==> src/rtl/systolic_input_feeder.sv <==
// ---------------------------------------------------------------------------
// systolic_input_feeder
//   West-edge feeder for the systolic array. Accepts one activation vector
//   per cycle over a valid/ready handshake and skews it so that lane r
//   reaches row r exactly r+1 cycles after acceptance. Optionally places a
//   weight-switch token ahead of a tile and drains the skew pipeline after
//   the tile's last vector.
//
// Ports
//   clk, rst     clock; asynchronous active-high reset
//   en           block enable; low acts as a synchronous clear
//   in_valid     upstream vector valid
//   in_ready     feeder can accept a vector this cycle
//   in_data      vector, lane r = bits [r*DATA_W +: DATA_W]
//   in_last      accepted vector is the last of its tile
//   in_swap      with in_valid in IDLE: emit a switch token before the tile
//   row_data     per-row activation, same lane packing as in_data
//   row_valid    per-row valid
//   row_switch   per-row weight-switch pulse
//   busy         a tile is in progress (streaming or draining)
//   tile_done    one-cycle pulse when the tile's last vector is on row ROWS-1
// ---------------------------------------------------------------------------
module systolic_input_feeder #(
    parameter int ROWS   = 4,
    parameter int DATA_W = 8
) (
    input  logic                   clk,
    input  logic                   rst,
    input  logic                   en,
    input  logic                   in_valid,
    output logic                   in_ready,
    input  logic [ROWS*DATA_W-1:0] in_data,
    input  logic                   in_last,
    input  logic                   in_swap,
    output logic [ROWS*DATA_W-1:0] row_data,
    output logic [ROWS-1:0]        row_valid,
    output logic [ROWS-1:0]        row_switch,
    output logic                   busy,
    output logic                   tile_done
);

    localparam int              CNT_W    = (ROWS > 1) ? $clog2(ROWS) : 1;
    localparam logic [CNT_W-1:0] CNT_LOAD = CNT_W'(ROWS - 1);
    localparam logic [CNT_W-1:0] CNT_ONE  = CNT_W'(1);
    localparam logic [CNT_W-1:0] CNT_ZERO = CNT_W'(0);

    // The swap token occupies the request cycle itself (in_ready is already
    // low because in_swap is high), so the tile can start streaming on the
    // very next cycle and no separate register state is needed for it.
    typedef enum logic [1:0] {
        ST_IDLE   = 2'd0,
        ST_STREAM = 2'd1,
        ST_DRAIN  = 2'd2
    } state_t;

    state_t                  state_r;
    logic [CNT_W-1:0]        cnt_r;
    logic                    ready_r;
    logic                    busy_r;
    logic                    tile_done_r;
    logic [ROWS-1:0]         valid_pipe_r;
    logic [ROWS-1:0]         switch_pipe_r;

    logic                    idle_s;
    logic                    accept_s;
    logic                    swap_req_s;
    logic                    inj_valid_s;
    logic                    inj_switch_s;
    logic [ROWS*DATA_W-1:0]  inj_data_s;

    // ready_r is the registered part of the handshake; the IDLE in_swap
    // gate and en are applied on top so a swap request or clear blocks
    // acceptance in the same cycle. ready_r is low for the first cycle after
    // any clear, during which the feeder ignores requests.
    assign idle_s     = (state_r == ST_IDLE);
    assign in_ready   = ready_r & en & ~(idle_s & in_swap);
    assign accept_s   = in_valid & in_ready;
    assign swap_req_s = idle_s & ready_r & en & in_valid & in_swap;

    assign busy       = busy_r;
    assign tile_done  = tile_done_r;
    assign row_valid  = valid_pipe_r;
    assign row_switch = switch_pipe_r;

    // Slot injected into the skew pipeline this cycle; data is zero unless valid.
    always_comb begin
        inj_valid_s  = accept_s;
        inj_switch_s = swap_req_s;
        if (accept_s) begin
            inj_data_s = in_data;
        end else begin
            inj_data_s = '0;
        end
    end

    // Control FSM: state, drain counter and registered status outputs.
    always_ff @(posedge clk or posedge rst) begin
        if (rst) begin
            state_r     <= ST_IDLE;
            cnt_r       <= CNT_ZERO;
            ready_r     <= 1'b0;
            busy_r      <= 1'b0;
            tile_done_r <= 1'b0;
        end else if (!en) begin
            state_r     <= ST_IDLE;
            cnt_r       <= CNT_ZERO;
            ready_r     <= 1'b0;
            busy_r      <= 1'b0;
            tile_done_r <= 1'b0;
        end else begin
            tile_done_r <= 1'b0;
            case (state_r)
                ST_IDLE: begin
                    if (swap_req_s) begin
                        state_r <= ST_STREAM;
                        ready_r <= 1'b1;
                        busy_r  <= 1'b1;
                    end else if (accept_s && in_last) begin
                        state_r     <= ST_DRAIN;
                        cnt_r       <= CNT_LOAD;
                        ready_r     <= 1'b0;
                        busy_r      <= 1'b1;
                        tile_done_r <= (ROWS == 1);
                    end else if (accept_s) begin
                        state_r <= ST_STREAM;
                        ready_r <= 1'b1;
                        busy_r  <= 1'b1;
                    end else begin
                        ready_r <= 1'b1;
                        busy_r  <= 1'b0;
                    end
                end
                ST_STREAM: begin
                    if (accept_s && in_last) begin
                        state_r     <= ST_DRAIN;
                        cnt_r       <= CNT_LOAD;
                        ready_r     <= 1'b0;
                        tile_done_r <= (ROWS == 1);
                    end else begin
                        ready_r <= 1'b1;
                    end
                end
                ST_DRAIN: begin
                    // Counter reaches zero on the cycle the last vector sits
                    // on row ROWS-1; tile_done is registered one step early.
                    if (cnt_r == CNT_ZERO) begin
                        state_r <= ST_IDLE;
                        ready_r <= 1'b1;
                        busy_r  <= 1'b0;
                    end else begin
                        cnt_r       <= cnt_r - CNT_ONE;
                        tile_done_r <= (cnt_r == CNT_ONE);
                    end
                end
                default: begin
                    state_r <= ST_IDLE;
                    cnt_r   <= CNT_ZERO;
                    ready_r <= 1'b0;
                    busy_r  <= 1'b0;
                end
            endcase
        end
    end

    // Valid and switch travel a shared shift chain; stage r feeds row r.
    always_ff @(posedge clk or posedge rst) begin
        if (rst) begin
            valid_pipe_r  <= '0;
            switch_pipe_r <= '0;
        end else if (!en) begin
            valid_pipe_r  <= '0;
            switch_pipe_r <= '0;
        end else begin
            valid_pipe_r[0]  <= inj_valid_s;
            switch_pipe_r[0] <= inj_switch_s;
            for (int r = ROWS - 1; r > 0; r--) begin
                valid_pipe_r[r]  <= valid_pipe_r[r-1];
                switch_pipe_r[r] <= switch_pipe_r[r-1];
            end
        end
    end

    // Each lane carries only its own data through a delay line of r+1 stages.
    for (genvar gr = 0; gr < ROWS; gr++) begin : g_lane
        logic [DATA_W-1:0] dline_r [0:gr];

        // Triangular data delay line for lane gr.
        always_ff @(posedge clk or posedge rst) begin
            if (rst) begin
                for (int k = 0; k <= gr; k++) begin
                    dline_r[k] <= '0;
                end
            end else if (!en) begin
                for (int k = 0; k <= gr; k++) begin
                    dline_r[k] <= '0;
                end
            end else begin
                dline_r[0] <= inj_data_s[gr*DATA_W +: DATA_W];
                for (int k = 1; k <= gr; k++) begin
                    dline_r[k] <= dline_r[k-1];
                end
            end
        end

        assign row_data[gr*DATA_W +: DATA_W] = dline_r[gr];
    end

endmodule
==> config.mk <==
export PLATFORM = sky130hd
export DESIGN_NAME = systolic_input_feeder
export DESIGN_NICKNAME = d
export VERILOG_FILES = /design/src/rtl/systolic_input_feeder.sv
export SDC_FILE = /design/constraint.sdc
export NUM_CORES = 1
export LEC_CHECK = 0
export BUFFER_PORTS_ARGS = -buffer_cell sky130_fd_sc_hd__buf_2
export CORE_MARGIN = 4
export CORE_UTILIZATION = 47
export DETAILED_ROUTE_END_ITERATION = 12
export PLACE_DENSITY = 0.74
export SKIP_CTS_REPAIR_TIMING = 1
export SLEW_MARGIN = 20
export SYNTH_ARGS = -nofsm -noshare
export SYNTH_HDL_FRONTEND = slang
export SYNTH_SLANG_ARGS = --single-unit
==> constraint.sdc <==
create_clock -name clk -period 2.7 [get_ports clk]
set_clock_uncertainty 0.15 [all_clocks]
set_input_delay 0.135 -clock clk [delete_from_list [all_inputs] [get_ports clk]]
set_output_delay 0.135 -clock clk [all_outputs]
set_load 0.02 [all_outputs]
# Word-level counts from Yosys, hierarchy flattened
# Index checks and enable logic that the tools add are counted.
# word_totals
ff_bits	95
out_inout_bits	43
elab_cells	75
# op_classes
n_addsub	1
eq_ne	9
muxes	33
n_bitwise	9
reduce_logical	6
# op_table
operator	n
2-to-1 mux 32 bit	2
2-to-1 mux 24 bit	1
2-to-1 mux 2 bit	10
2-to-1 mux 16 bit	1
2-to-1 mux 1 bit	12
inequality test 3 bit, second input constant	4
one-hot mux 2 bit (3 select lines)	2
AND 1 bit	8
2-to-1 mux 4 bit	2
2-to-1 mux 8 bit	1
one-hot mux 1 bit (3 select lines)	2
inequality test 5 x 2 -> 1 bit, second input constant	1
== test 2 x 1 -> 1 bit, second input constant	2
zero test 2 bit	2
AND reduction 2 bit	2
AND reduction 3 bit	1
== test 2 bit, second input constant	1
inequality test 2 bit, second input constant	1
subtractor 2 x 1 -> 2 bit, second input constant	1
logical AND 1 bit	1
NOT 1 bit	1

# Logic depth before layout (Yosys ltp)
# Gate-level depths: netlist (run 1).
# depth
depth_word	10
depth_mapped	5
ltp_nobuf	5

# Worst setup path before layout (run 1)
# No wires, ideal clock.
# synth_timing
kind	reg2reg
startpoint	register state_r[0]
endpoint	register cnt_r[0]
setup_ns	0.124
arrival_ns	1.161
path_slack_ns	1.265
path_stages_with_launch	5
n_path_buf	1
path_cell_list	dfrtp_1 buf_2 nand2b_1 and4b_1 o31a_1
# synth_between
elab_chain_len	10
elab_cells_between_ends	19
# synth_lines
item	line	source
start, declared	56	state_t state_r;
start signal, assigned	99	state_r <= ST_IDLE;
start signal, assigned	105	state_r <= ST_IDLE;
start signal, assigned	115	state_r <= ST_STREAM;
zero test 2 bit	75, 112	
AND 1 bit	76	assign in_ready = ready_r & en & ~(idle_s & in_swap);
NOT 1 bit	76	
AND 1 bit	76	
AND 1 bit	77	assign accept_s = in_valid & in_ready;
logical AND 1 bit	118, 134	
2-to-1 mux 2 bit (2 in series)	-	
one-hot mux 2 bit (3 select lines)	112	case (state_r)
2-to-1 mux 2 bit	104	end else if (!en) begin
end signal, assigned	151	cnt_r <= cnt_r - CNT_ONE;
end, declared	57	logic [CNT_W-1:0] cnt_r;
# Parallel ways exist; a longest one is shown, timed or not. The select of a mux whose other input is x is not followed.
# A chain may end at the register's enable or synchronous reset.

# Worst setup path in the final report (run 1)
# layout_timing
startpoint	register state_r[1]
endpoint	output port in_ready
# layout_between
elab_chain_len	4
# layout_lines
item	line	source
zero test 2 bit	75	assign idle_s = (state_r == ST_IDLE);
AND 1 bit	76	
NOT 1 bit	76	
AND 1 bit	76	
end, declared	31	output logic in_ready,
# Every way passes these cells.

==> flow_summary.ini, run 1 <==
[synth]
yosysWarnings = 0
netlist_top_cells_area = dfrtp_1 70%, and2_1 16%, buf_4 5.3%
syn_nets = 288
syn_area_um2 = 3390
synth_top_area_frac = 0.700
synth_cell_types = 27
synth-seq-cells = 95
synth-edff-count = 0
synth_ff_type = dfrtp_1
netlist_instances = 248
synth.avg_cell_area_um2 = 13.7
async_flop_share = 1.00
ys_seq_area_frac = 0.700
yosysTopAreaCell = dfrtp_1

[worst_setup_path]
r2r_setup_slack_ps = 1030
startpoint_type = register
r2r_cells = 3
crit_fanout = 9
path_cells = nor2_1 -> a21oi_1 -> buf_2
crit_type = register to output port
crit_end = in_ready
cp_slowest_cell = dfrtp_1
cp.required_ps = 2410
cpPeakStageDelay_ps = 480
r2r_start = state_r[0]
critPathCaptureType = output port
crit_start = state_r[1]
cp_data_arrival_time_ps = 1470
reg2reg_to = g_lane[2].dline_r[20]

[run]
cap_violations = 0

[global_route]
use_met2 = 0.208
use_met1 = 0.128
overflow = 0
grt_max_degree = 63
antenna_found_initial = 0
gr-usage-met3 = 0.0298
grt_pass1_vias = 1780
top_usage_layer = met2
grt_usage = 0.119
grt_pass1_wl_um = 7880

[final_layout]
diodes = 0
final_cell_area_um2 = 4250
layout.nets = 383
final_common_cell = dfrtp_1
nFillCells = 549
area_growth_pct = 25.3
drive_above_1_share = 0.293
layout_common_cells = 95 x dfrtp_1, 86 x and2_1, 80 x buf_2, 35 x dlygate4sd3_1, 13 x clkbuf_8

[placed_design]
port-buffer-count = 80
placed_area_um2 = 3700
hpwl_um = 3150
gp_congestion = 0.689

[routing]
wl_per_cell_um = 11.6
antenna_left = 0
via_count = 1938
drtIter0Drc = 60
drt_pass1_iterations = 4
viasPerCell = 4.36
drt_wl_total_um = 5160
drc = 0

[min_path]
min_path_type = input pin to register
min_from = en

[sta]
rsz0062_at_grt = no
fin_crit_ps = 1760
finalHoldViolations = 0
fmax_mhz = 570
hold_ws_ps = 79.4
worst_pin_slew_ps = 663
timing.setup.tns_ps = 0
drv_slew = 0
timing.slew.headroom = 0.558
fin_crit_sh = 0.650
finalSetupViolCount = 0

[power]
powerDensity_nw_per_um2 = 589
vdd_drop_max_v = 0.000327
leakage_nw = 2.32

[die]
die_w_um = 93.0
die_y_um = 93.0
fp-row-count = 30
io_pins = 81
initial_core_util = 0.491
die_area_um2 = 8650
core_area_um2 = 6910

[clocking]
cts-root-buf = clkbuf_8
clk_path_buf_depth = 2
cts_max_level = 3
cts.sinks = 95
insertion_delay_ps = 340
clk_pin_slew_ps = 90
cts_tree = yes
cts_buffers = 9

[status]
outcome = finished, final reports clean
## kinds of logic after synthesis
group                      Yosys count  synth area share
adders and majority gates            2           0.00737
AOI/OAI and AO/OA                    9            0.0225
buffers and inverters               37            0.0745
DFF                                 95             0.700
muxes                                1           0.00295
and+or+nand+nor                    104             0.192
## metrics by stage
stage,std cells,total power [mW],setup WS (ps),utilization
5_1_grt,444,2.62,847,0.616
3_5_place_dp,393,1.61,1030,0.536
4_1_cts,409,2.50,960,0.565
3_3_place_gp,393,1.60,1100,0.536
6_report,444,2.51,944,0.616
2_1_floorplan,248,1.56,1270,-
## area by class of cell
cell class | instances | area [µm²] | share of cell area
flip-flops and latches | 95 | 2380 | 0.559
repair buffers | 118 | 773 | 0.182
multi-input cells | 116 | 764 | 0.180
clock buffers | 13 | 179 | 0.0421
well taps | 96 | 120 | 0.0282
clock inverters | 3 | 25.0 | 0.00588
inverters | 3 | 15.0 | 0.00353
## worst min-delay path by stage
stage | end | slack [ps] | cells after the start
2_1_floorplan | g_lane[0].dline_r[0] | 110 | 1
3_3_place_gp | row_data[26] | 140 | 3
3_5_place_dp | row_data[26] | 150 | 3
4_1_cts | row_data[26] | -220 | 3
5_1_grt | state_r[0] | 100 | 4
6_report | state_r[0] | 80 | 4
## registers in the layout, indices dropped and copies added (netlist names)
signal and count:
cnt_r 2, row_data 24, ready_r 1, row_valid 4, busy 1, row_switch 4
tile_done 1, g_lane.dline_r 56, state_r 2
## routing by layer
layer	up-vias	wire, µm
met5	-	0
met4	0	138
met3	13	244
met2	65	2720
met1	927	2060
li1	933	-
## synth_stat cells (2+ instances only)
library cell,n
dfrtp_1,95
buf_4,24
and4b_1,2
buf_6,3
ha_1,2
a21oi_1,2
o31a_1,2
inv_1,3
clkbuf_1,6
nand2b_1,3
and2_1,86
nor2_1,5
## critical path: cells and delay by family, from the launching register on
family | cells | cell delay [ps]
AOI/OAI and AO/OA | 1 | 110
buffers and inverters | 1 | 170
DFF | 1 | 480
and+or+nand+nor | 1 | 360
## power by group
group	internal [mW]	switching, mW
Combinational	0.0816	0.0817
Sequential	1.44	0.00987
Clock	0.439	0.451
(Power assumes the default switching activity.)
==> run 2, diff against run 1 <==
==> constraint.sdc (replaced) <==
create_clock -name clk -period 1.6 [get_ports clk]
set_clock_uncertainty 0.15 [all_clocks]
set_input_delay 0.08 -clock clk [delete_from_list [all_inputs] [get_ports clk]]
set_output_delay 0.08 -clock clk [all_outputs]
set_load 0.02 [all_outputs]
==> run 2 against run 1 <==
  * Worst setup slack lost 930 ps
  * First-iteration DRC count decreased by 27%
  * Power up 73%
  * Combinational power grew 88%
  * Largest cell class unchanged
  * Utilization is 1.1 points higher
  * Die area is the same
  * Clock power grew 78%
==> flow_summary.ini, run 2 (synthesis results as in run 1) <==
[worst_setup_path]
cp.required_ps = 1370
crit_type = register to output port
reg2reg_to = busy
critPathCaptureType = output port
r2r_setup_slack_ps = 90
cp_data_arrival_time_ps = 1350
cpPeakStageDelay_ps = 440
path_cells = nor2_4 -> buf_4 -> a21oi_1 -> buf_2
cp_slowest_cell = dfrtp_1
r2r_start = cnt_r[0]
crit_fanout = 4
startpoint_type = register
r2r_cells = 5

[routing]
drt_wl_total_um = 5730
antenna_left = 0
drt_pass1_iterations = 4
via_count = 1975
viasPerCell = 4.40
drc = 0
wl_per_cell_um = 12.8
drtIter0Drc = 44

[sta]
hold_ws_ps = 37.6
finalSetupViolCount = 0
timing.slew.headroom = 0.685
fmax_mhz = 632
drv_slew = 0
finalHoldViolations = 0
worst_pin_slew_ps = 473
timing.setup.tns_ps = 0
fin_crit_ps = 1580
fin_crit_sh = 0.989
rsz0062_at_grt = yes

[power]
switchingPower_mw = 0.927
power_mw = 4.33
seqPwrFrac = 0.565
leakage_nw = 2.35
p_clk_frac = 0.364
vdd_drop_max_v = 0.000495
swShare = 0.214
p_comb_frac = 0.071
internal_power_mw = 3.40
powerDensity_nw_per_um2 = 1000

[die]
initial_core_util = 0.491
die_y_um = 93.0
core_area_um2 = 6910
fp-row-count = 30
die_w_um = 93.0
die_area_um2 = 8650
io_pins = 81

[placed_design]
dp_cells = 395
hpwl_um = 3040
port-buffer-count = 80
gp_congestion = 0.685
placed_area_um2 = 3730

[final_layout]
layout_common_cells = 95 x dfrtp_1, 86 x and2_1, 80 x buf_2, 35 x dlygate4sd3_1, 11 x clkbuf_8
area_growth_pct = 27.5
layout.nets = 388
largest_reg_flops = 56
final_cells = 449
final_common_cell = dfrtp_1
drive_above_1_share = 0.303
final_cell_area_um2 = 4330
diodes = 0
largest-register = g_lane.dline_r

[global_route]
grt_pass1_vias = 1720
grt_pass1_wl_um = 7710
grt_max_degree = 96
grt_usage = 0.117
antenna_found_initial = 0
overflow = 0

[clocking]
cts_max_level = 3
clk_path_buf_depth = 2
cts.sinks = 95
clk_pin_slew_ps = 90
cts-root-buf = clkbuf_8
insertion_delay_ps = 340
cts_tree = yes
cts_buffers = 9

[min_path]
min_path_type = input pin to register
hold_path_depth = 4
holdPathEnd = state_r[0]
min_from = en

[run]
cap_violations = 0

[status]
outcome = finished, final reports clean
## run 2: final cells by class
cell class	count	area, µm²
fill	537	2580
sequential	95	2380
timing repair buffer	122	816
multi-input combinational	117	791
clock buffer	12	155
tap	96	120
clock inverter	4	52.6
inverter	3	15.0
## run 2: worst max-delay path by stage
stage / start / to / slack (ps) / cells past startpoint
floorplan: state_r[0] / cnt_r[0] / 170 / 4
global placement: ready_r / g_lane[0].dline_r[7] / 60 / 3
detailed placement: ready_r / g_lane[1].dline_r[11] / -10 / 3
CTS: ready_r / g_lane[2].dline_r[19] / -40 / 3
global route: state_r[0] / in_ready / -60 / 4
finish: state_r[0] / in_ready / 20 / 4
## run 2: layer usage
layer / up-vias / share of wire / track usage
li1: 943 / - / -
met1: 969 / 0.39 / 0.127
met2: 55 / 0.55 / 0.202
met3: 8 / 0.041 / 0.0282
met4: 0 / 0.013 / 0.0769
met5: - / 0 / 0
## run 2: power by group through the flow
| stage | sequential, mW | clock (mW) | combinational (mW) |
|---|---|---|---|
| after floorplan | 2.50 | 0 | 0.128 |
| after global placement | 2.49 | 0 | 0.218 |
| after detailed placement | 2.49 | 0 | 0.223 |
| after CTS | 2.45 | 1.63 | 0.224 |
| after global routing | 2.45 | 1.73 | 0.343 |
| final | 2.45 | 1.58 | 0.306 |
## run 2: critical path, delay by kind of cell, from the launching register on
kind / cells / cell delay (ps)
compound gates: 1 / 60
flops: 1 / 440
buf+inv: 2 / 310
simple gates: 1 / 200
## run 2: through the flow
| stage | worst slack (ps) | util |
|---|---|---|
| after floorplan | 165 | - |
| after global placement | 56.4 | 0.540 |
| after detailed placement | -13.3 | 0.540 |
| after CTS | -40.2 | 0.570 |
| after global routing | -59.7 | 0.626 |
| final | 17.9 | 0.626 |
==> run 3, diff against run 2 <==
--- a/config.mk
+++ b/config.mk
@@ -10,6 +10,7 @@
 export CORE_UTILIZATION = 47
 export DETAILED_ROUTE_END_ITERATION = 12
 export PLACE_DENSITY = 0.74
+export REMOVE_ABC_BUFFERS = 1
 export SKIP_CTS_REPAIR_TIMING = 1
 export SLEW_MARGIN = 20
 export SYNTH_ARGS = -nofsm -noshare
==> run 3 against run 2 <==
  * The run now ends with hold timing, setup timing left
  * Non-clock buffer count unchanged
  * Power is 4.9% lower
  * Sequential power hardly changed
  * Global-route usage increased by 1.5 points
==> flow_summary.ini, run 3 (synthesis results as in run 1) <==
[sta]
finalWorstSetupSlack_ps = -16.3
hold_ws_ps = -82.9
rsz0062_at_grt = yes
fin_crit_ps = 1620
finalSetupViolCount = 5
fin_crit_sh = 1.01
timing.slew.headroom = 0.556
drv_slew = 0
finalHoldViolations = 1
fmax_mhz = 619
worst_pin_slew_ps = 662

[placed_design]
gp_congestion = 0.679
hpwl_um = 3440
place_ws_ps = -41.5
dp_cells = 396
port-buffer-count = 80

[worst_setup_path]
crit_type = register to register
r2r_cells = 3
cp_data_arrival_time_ps = 1750
worst-path-buf-inv = 0
critPathTopFamily = compound AO/OA/AOI/OAI gates
cp.depth = 3
crit_fanout = 16
critPathCaptureType = register
cpPeakStageDelay_ps = 560
cp.required_ps = 1730
path_cells = and3_4 -> a21boi_2 -> and2_1
startpoint_type = register
cp_slowest_cell = a21boi_2

[routing]
viasPerCell = 4.39
drc = 0
drt_wl_total_um = 5790
antenna_left = 0
drtIter0Drc = 52
drt_pass1_iterations = 4
wl_per_cell_um = 12.9
via_count = 1969

[final_layout]
final_cells = 449
multi_input_area_um2 = 786
largest-register = g_lane.dline_r
largest_reg_flops = 56
area_growth_pct = 26.6
layout.nets = 388
layout_common_cells = 94 x dfrtp_1, 86 x and2_1, 79 x buf_2, 34 x dlygate4sd3_1, 9 x clkbuf_8
drive_above_1_share = 0.314
final-seq-area_um2 = 2380
final_common_cell = dfrtp_1
diodes = 0
nFillCells = 559

[die]
fp-row-count = 30
initial_core_util = 0.491
die_y_um = 93.0
core_area_um2 = 6910
die_w_um = 93.0
io_pins = 81
die_area_um2 = 8650

[clocking]
clk_path_buf_depth = 2
cts-root-buf = clkbuf_8
cts.sinks = 95
cts_buffers = 9
clk_pin_slew_ps = 90
insertion_delay_ps = 340
cts_max_level = 3
cts_tree = yes

[power]
leakage_nw = 2.34
p_comb_frac = 0.075
seqPwrFrac = 0.595
vdd_drop_max_v = 0.000806
switchingPower_mw = 0.962
p_clk_frac = 0.330
powerDensity_nw_per_um2 = 958
internal_power_mw = 3.15
swShare = 0.234

[run]
cap_violations = 0

[global_route]
antenna_found_initial = 0
overflow = 0
grt_usage = 0.131
grt_pass1_wl_um = 8590
grt_max_degree = 63
grt_pass1_vias = 1858

[min_path]
hold_path_depth = 2
min_path_type = input pin to register

[status]
failed_checks = hold timing, setup timing
outcome = finished, violations left
## run 3: area by class of cell
type                       count  share of cell area
sequential                    95               0.553
timing repair buffer         122               0.193
multi-input combinational    117               0.183
clock buffer                   9              0.0288
tap                           96              0.0279
clock inverter                 7              0.0111
inverter                       3             0.00320
## run 3: through the flow
stage | TNS [ps] | utilization | hold slack (ps) | area, µm² | power (mW)
after floorplan | -105170 | - | 52.1 | 3150 | 2.61
after global placement | 0 | 0.542 | -81.1 | 3750 | 2.72
after detailed placement | -638 | 0.542 | -78.4 | 3750 | 2.73
after CTS | -1510 | 0.567 | -470 | 3920 | 4.10
after global routing | -1290 | 0.622 | -107 | 4300 | 4.33
final | -36.6 | 0.622 | -82.9 | 4300 | 4.12
## run 3: layer usage
| layer | track usage | wire length, µm |
|---|---|---|
| met3 | 0.0595 | 348 |
| met5 | 0 | 0 |
| met2 | 0.211 | 3040 |
| met1 | 0.150 | 2290 |
| met4 | 0.0611 | 114 |
## run 3: worst register-to-register path, delay by kind of cell, from the launching register on
kind,cells,cell delay [ps]
simple gates,2,460
flops,1,380
compound gates,1,560
## run 3: final timing paths
check | start | to | slack [ps]
hold / removal | in_swap | row_switch[0] | -80
min in group asynchronous | rst | row_data[25] | 100
setup / recovery | ready_r | g_lane[1].dline_r[12] | -20
max in group asynchronous | rst | state_r[0] | 710
setup reg to reg | ready_r | g_lane[1].dline_r[12] | -20
hold reg to reg | g_lane[3].dline_r[24] | g_lane[3].dline_r[16] | 300
## run 3: power by group through the flow
| stage | clock network [mW] | registers, mW | logic, mW |
|---|---|---|---|
| 2_1_floorplan | 0 | 2.51 | 0.0945 |
| 3_3_place_gp | 0 | 2.49 | 0.227 |
| 3_5_place_dp | 0 | 2.50 | 0.233 |
| 4_1_cts | 1.42 | 2.45 | 0.234 |
| 5_1_grt | 1.53 | 2.45 | 0.350 |
| 6_report | 1.36 | 2.45 | 0.310 |
